[src/rtl/mdu_iter.sv]
// mdu_iter: iterative multiply/divide unit with architectural HI/LO registers.
// Signed and unsigned multiply use shift-add, one multiplier bit per cycle.
// Signed and unsigned divide use restoring division, one quotient bit per cycle.
// MTHI/MTLO write HI/LO directly in one cycle and never raise busy.
//
// Ports:
//   clk      rising-edge clock
//   rst_n    synchronous active-low reset
//   start    request, sampled only while busy=0
//   op       000 MULT, 001 MULTU, 010 DIV, 011 DIVU, 100 MTHI, 101 MTLO, 11x ignored
//   a, b     operands (a is also the MTHI/MTLO source)
//   flush    cancels the in-flight operation; takes priority over start
//   busy     a MULT/DIV is in progress
//   done     one-cycle pulse: HI/LO were updated at the preceding edge
//   div_zero qualified by done: the completed op was a divide by zero
//   hi, lo   architectural HI/LO registers
//
// state | meaning
// IDLE  | waiting for start; MTHI/MTLO complete here
// RUN   | one shift-add or restoring-divide step per cycle, WIDTH cycles
// FIX   | sign correction and HI/LO write-back
module mdu_iter #(
  parameter int WIDTH = 32,
  parameter int CNT_W = $clog2(WIDTH) + 1
) (
  input  logic             clk,
  input  logic             rst_n,
  input  logic             start,
  input  logic [2:0]       op,
  input  logic [WIDTH-1:0] a,
  input  logic [WIDTH-1:0] b,
  input  logic             flush,
  output logic             busy,
  output logic             done,
  output logic             div_zero,
  output logic [WIDTH-1:0] hi,
  output logic [WIDTH-1:0] lo
);

  localparam logic [1:0] S_IDLE = 2'd0;
  localparam logic [1:0] S_RUN  = 2'd1;
  localparam logic [1:0] S_FIX  = 2'd2;

  localparam logic [WIDTH-1:0]   ONE_W  = {{(WIDTH-1){1'b0}}, 1'b1};
  localparam logic [2*WIDTH-1:0] ONE_2W = {{(2*WIDTH-1){1'b0}}, 1'b1};
  localparam logic [CNT_W-1:0]   ONE_C  = {{(CNT_W-1){1'b0}}, 1'b1};

  logic [1:0]       state;
  logic [CNT_W-1:0] cnt;
  // acc_hi: product upper half / partial remainder
  // acc_lo: multiplier being consumed / dividend being shifted out, quotient shifted in
  logic [WIDTH-1:0] acc_hi;
  logic [WIDTH-1:0] acc_lo;
  logic [WIDTH-1:0] opnd;
  logic             is_div;
  logic             neg_p;
  logic             neg_r;
  logic             b_zero;

  logic             a_neg, b_neg;
  logic [WIDTH-1:0] a_mag, b_mag;
  logic [WIDTH:0]   mul_sum;
  logic [WIDTH:0]   div_shift;
  logic [WIDTH+1:0] div_diff;
  logic             div_ok;
  logic [2*WIDTH-1:0] prod, prod_fix;
  logic [WIDTH-1:0] quo_fix, rem_fix;

  always_comb begin
    a_neg = ~op[0] & a[WIDTH-1];
    b_neg = ~op[0] & b[WIDTH-1];
    a_mag = a_neg ? (~a + ONE_W) : a;
    b_mag = b_neg ? (~b + ONE_W) : b;

    mul_sum   = {1'b0, acc_hi} + (acc_lo[0] ? {1'b0, opnd} : {(WIDTH+1){1'b0}});
    div_shift = {acc_hi, acc_lo[WIDTH-1]};
    // The extra top bit is the borrow: set when the shifted remainder is below the divisor.
    div_diff  = {1'b0, div_shift} - {2'b00, opnd};
    div_ok    = ~div_diff[WIDTH+1];

    prod     = {acc_hi, acc_lo};
    prod_fix = neg_p ? (~prod + ONE_2W) : prod;
    quo_fix  = neg_p ? (~acc_lo + ONE_W) : acc_lo;
    // With a zero divisor the remainder ends up holding |a|, so restoring its sign yields a.
    rem_fix  = neg_r ? (~acc_hi + ONE_W) : acc_hi;
  end

  always_ff @(posedge clk) begin
    if (!rst_n) begin
      state    <= S_IDLE;
      cnt      <= '0;
      acc_hi   <= '0;
      acc_lo   <= '0;
      opnd     <= '0;
      is_div   <= 1'b0;
      neg_p    <= 1'b0;
      neg_r    <= 1'b0;
      b_zero   <= 1'b0;
      busy     <= 1'b0;
      done     <= 1'b0;
      div_zero <= 1'b0;
      hi       <= '0;
      lo       <= '0;
    end else begin
      done     <= 1'b0;
      div_zero <= 1'b0;
      if (flush) begin
        state <= S_IDLE;
        busy  <= 1'b0;
      end else begin
        case (state)
          S_IDLE: begin
            if (start) begin
              if (!op[2]) begin
                is_div <= op[1];
                neg_p  <= a_neg ^ b_neg;
                neg_r  <= a_neg;
                b_zero <= (b == '0);
                acc_hi <= '0;
                acc_lo <= op[1] ? a_mag : b_mag;
                opnd   <= op[1] ? b_mag : a_mag;
                cnt    <= CNT_W'(WIDTH);
                state  <= S_RUN;
                busy   <= 1'b1;
              end else if (!op[1]) begin
                if (op[0]) lo <= a;
                else       hi <= a;
                done <= 1'b1;
              end
            end
          end
          S_RUN: begin
            if (is_div) begin
              acc_hi <= div_ok ? div_diff[WIDTH-1:0] : div_shift[WIDTH-1:0];
              acc_lo <= {acc_lo[WIDTH-2:0], div_ok};
            end else begin
              acc_hi <= mul_sum[WIDTH:1];
              acc_lo <= {mul_sum[0], acc_lo[WIDTH-1:1]};
            end
            cnt <= cnt - ONE_C;
            if (cnt == ONE_C) state <= S_FIX;
          end
          S_FIX: begin
            if (is_div) begin
              lo <= b_zero ? {WIDTH{1'b1}} : quo_fix;
              hi <= rem_fix;
            end else begin
              hi <= prod_fix[2*WIDTH-1:WIDTH];
              lo <= prod_fix[WIDTH-1:0];
            end
            div_zero <= is_div & b_zero;
            done     <= 1'b1;
            busy     <= 1'b0;
            state    <= S_IDLE;
          end
          default: begin
            state <= S_IDLE;
            busy  <= 1'b0;
          end
        endcase
      end
    end
  end

endmodule

[config.mk]
export PLATFORM = sky130hd
export DESIGN_NAME = mdu_iter
export DESIGN_NICKNAME = d
export VERILOG_FILES = /design/src/rtl/mdu_iter.sv
export SDC_FILE = /design/constraint.sdc
export NUM_CORES = 1
export LEC_CHECK = 0
export CORE_MARGIN = 2
export CORE_UTILIZATION = 40
export DETAILED_ROUTE_END_ITERATION = 8
export PLACE_DENSITY_LB_ADDON = 0.2
export SYNTH_ARGS = -nofsm -noshare
export SYNTH_HDL_FRONTEND = slang
export SYNTH_SLANG_ARGS = --single-unit
[constraint.sdc]
create_clock -name clk -period 6.7 [get_ports clk]
set_input_delay 1.005 -clock clk [delete_from_list [all_inputs] [get_ports clk]]
set_output_delay 1.005 -clock clk [all_outputs]
set_load 0.005 [all_outputs]
==> results.sh <==
export IMPL_status="complete, no violations"
export IMPL_ys_types=77
export IMPL_critPathArrivalTime_ns=4.49
export IMPL_crit_end="acc_hi[28]"
export IMPL_slew_violations=0
export IMPL_final_hold_viol_count=0
export IMPL_critPathLaunchType="flip-flop"
export IMPL_p_per_area_mw_per_mm2=168
export IMPL_max_freq_ghz=0.241
export IMPL_die_h_um=193
export IMPL_drtIter0Drc=1420
export IMPL_ys_top_cells_by_area="dfxtp_1 25%, a21oi_1 7.0%, o21ai_0 7.0%"
export IMPL_synth_ff_type="dfxtp_1"
export IMPL_power_leakage_nw=6.34
export IMPL_grt_max_degree=79
export IMPL_slowest_stage="inv_1"
export IMPL_fp_dieW_um=193
export IMPL_clock_skew_final_ns=0.0124
export IMPL_yosysMostFrequentCell="nand2_1"
export IMPL_whs_path_depth=2
export IMPL_top_level_ports=138
export IMPL_r2r_slack_ns=2.54
export IMPL_row_count=69
export IMPL_rsz0062_at_grt="false"
export IMPL_antenna_cells=0
export IMPL_hold_path_class="reg2reg"
export IMPL_dpl_cell_area_mm2=0.0158
export IMPL_cts_sink_count=175
export IMPL_h_tree_depth=4
export IMPL_fin_tns_setup_ns=0
export IMPL_max_stage_delay_ns=0.56
export IMPL_crit_required_ns=7.03
export IMPL_endpoint_kind="flip-flop"
export IMPL_synth_seq_area_share_pct=24.6
export IMPL_finalWirelength_um=52900
export IMPL_path_cells="inv_1 > nor2_1 > ha_1 > o211ai_1 > o21ai_0 > o21ai_0 > o21ai_0 > a211oi_1 > o21ai_0 > a21o_1 > a21oi_1 > xnor2_1 > a221o_1"
export IMPL_yosysTopAreaCellShare_pct=24.6
export IMPL_die_area_mm2=0.0372
export IMPL_cap_violations=0
export IMPL_avgSynthCellArea_um2=7.29
export IMPL_syn_inst=1955
export IMPL_yosysWarnings=0
export IMPL_final_antenna_net_count=0
export IMPL_irDropWorstVdd_mv=0.152
export IMPL_synth_net_count=2098
export IMPL_crit_fanout=17
export IMPL_io_buffer_count=137
export IMPL_crit_path_start="acc_lo[0]"
export IMPL_r2r_cells=13
export IMPL_grt_pass1_vias=13200
export IMPL_critPathKind="reg2reg"
export IMPL_detailed_place_hpwl_um=40900
export IMPL_hold_ws_ns=0.455
export IMPL_n_fill_cell=3571
export IMPL_track_usage_pct=27.9
export IMPL_pre_cts_ws_ns=2.56
export IMPL_initial_core_util_pct=40.4
export IMPL_synth_common_cells="210 x nand2_1, 199 x a21oi_1, 199 x o21ai_0, 178 x nor2_1, 175 x dfxtp_1"
export IMPL_drive_gt1_share_pct=4.58
export IMPL_worst_slew_pin_slew_ns=1.31
export IMPL_cts_root_buf="clkbuf_16"
export IMPL_grt_pass1_wl_um=78600
export IMPL_regToRegStartpoint="acc_lo[0]"
export IMPL_stdcell_area_mm2=0.0164
export IMPL_final_nets=2141
export IMPL_wire_per_inst_um=21.4
export IMPL_max_slew_margin_pct=12.8
export IMPL_cts_setup_buffers=0
export IMPL_core_area_mm2=0.0353
export IMPL_setup_viol=0
export IMPL_finalCriticalPeriod_ns=4.16
export IMPL_clock_path_buffers=2
export IMPL_synth_edff_count=0
export IMPL_grt_overflow=0
export IMPL_hold_buffers=0
export IMPL_cpMostUsedCell="o21ai_0"
export IMPL_fin_ws_ns=2.54
export IMPL_antenna_found_initial=0
export IMPL_syn_area_mm2=0.0143
export IMPL_drt_first_pass_iters=7
export IMPL_yosys_area_top_type="dfxtp_1"
export IMPL_synth_seq_cells=175
export IMPL_drc_errors=0
export IMPL_area_growth_pct=14.8
export IMPL_vias_per_cell=5.93
export IMPL_period_share_pct=62.1
export IMPL_clk_latency_ns=0.45
export IMPL_r2r_end="acc_hi[28]"
export IMPL_cts_resized=0
export IMPL_async_flop_share_pct=0
export IMPL_cts_tree="done"
export IMPL_gp_congestion=0.928
export IMPL_numCtsBuffers=17
export IMPL_clkTransAtPathRegs_ns=0.08
export IMPL_num_vias=14700
## placed cells by master (no fill, tap or decap), drive strengths merged, types with 47 or more instances in the layout
master | Yosys | layout
nand2 | 210 | 210
o21ai | 200 | 200
a21oi | 199 | 199
nor2 | 178 | 178
dfxtp | 175 | 175
clkdlybuf4s50 | 0 | 135
xnor2 | 106 | 106
ha | 70 | 70
xor2 | 68 | 68
inv | 62 | 67
a31oi | 55 | 55
nor3 | 47 | 47
## critical path: cells and delay by family, from the launching register on
| kind | cells | cell delay, ns |
|---|---|---|
| flops | 1 | 0.41 |
| compound gates | 9 | 2.50 |
| buf+inv | 1 | 0.56 |
| simple gates | 1 | 0.12 |
| xor+xnor | 1 | 0.09 |
| fa+ha+maj | 1 | 0.36 |
## routing by layer
layer  track usage, %  part of all wire (%)  up-vias
met1             40.0                    46     6831
met3             3.62                   8.2       60
met4             12.4                   4.3        0
li1                 -                     -     7135
met2             41.2                    42      626
met5                0                     0        -
## layout make-up
cell class                      count  area, um^2  area share [%]
Clock inverter                     13         111           0.680
Multi-Input combinational cell   1586       10000            61.2
Tap cell                          461         577            3.52
Inverter                           63         236            1.44
Timing Repair Buffer              155        1500            9.14
Clock buffer                       18         429            2.62
Sequential cell                   175        3500            21.4
## report_power, final
| group | internal (mW) | leakage, nW | switching, mW |
|---|---|---|---|
| registers | 1.07 | 1.42 | 0.0390 |
| clock network | 0.483 | 0.266 | 0.478 |
| logic | 0.262 | 4.65 | 0.411 |
| total | 1.82 | 6.34 | 0.928 |
## flip-flops by register name, summed over array words and instances, names as in the netlist
signal / flops
lo: 32
state: 2
neg_r: 1
div_zero: 1
busy: 1
b_zero: 1
acc_lo: 32
done: 1
is_div: 1
opnd: 32
cnt: 6
hi: 32
acc_hi: 32
neg_p: 1
## stage by stage
step	total power, mW	std cells	utilization, %
finish	2.74	2471	46.4
global route	2.85	2471	46.4
CTS	2.74	2471	46.4
detailed placement	1.79	2440	44.8
global placement	1.79	2440	44.8
floorplan	1.56	1955	-
## cell families after synthesis
kind of cell / synth area share (%)
AND/OR/NAND/NOR: 19.9
AO/OA/AOI/OAI: 29.1
buffers and inverters: 5.36
XOR/XNOR: 10.7
multiplexers: 3.97
adder cells (fa/ha/maj): 6.42
flip-flops: 24.6
## how the worst min path moves through the flow
stage                   from        to
finish              opnd[16]  opnd[16]
detailed placement  opnd[16]  opnd[16]
floorplan           opnd[27]  opnd[27]
CTS                 opnd[16]  opnd[16]
global placement    opnd[15]  opnd[15]
global route        opnd[29]  opnd[29]
No activity file was read; power rests on OpenSTA's default activity.
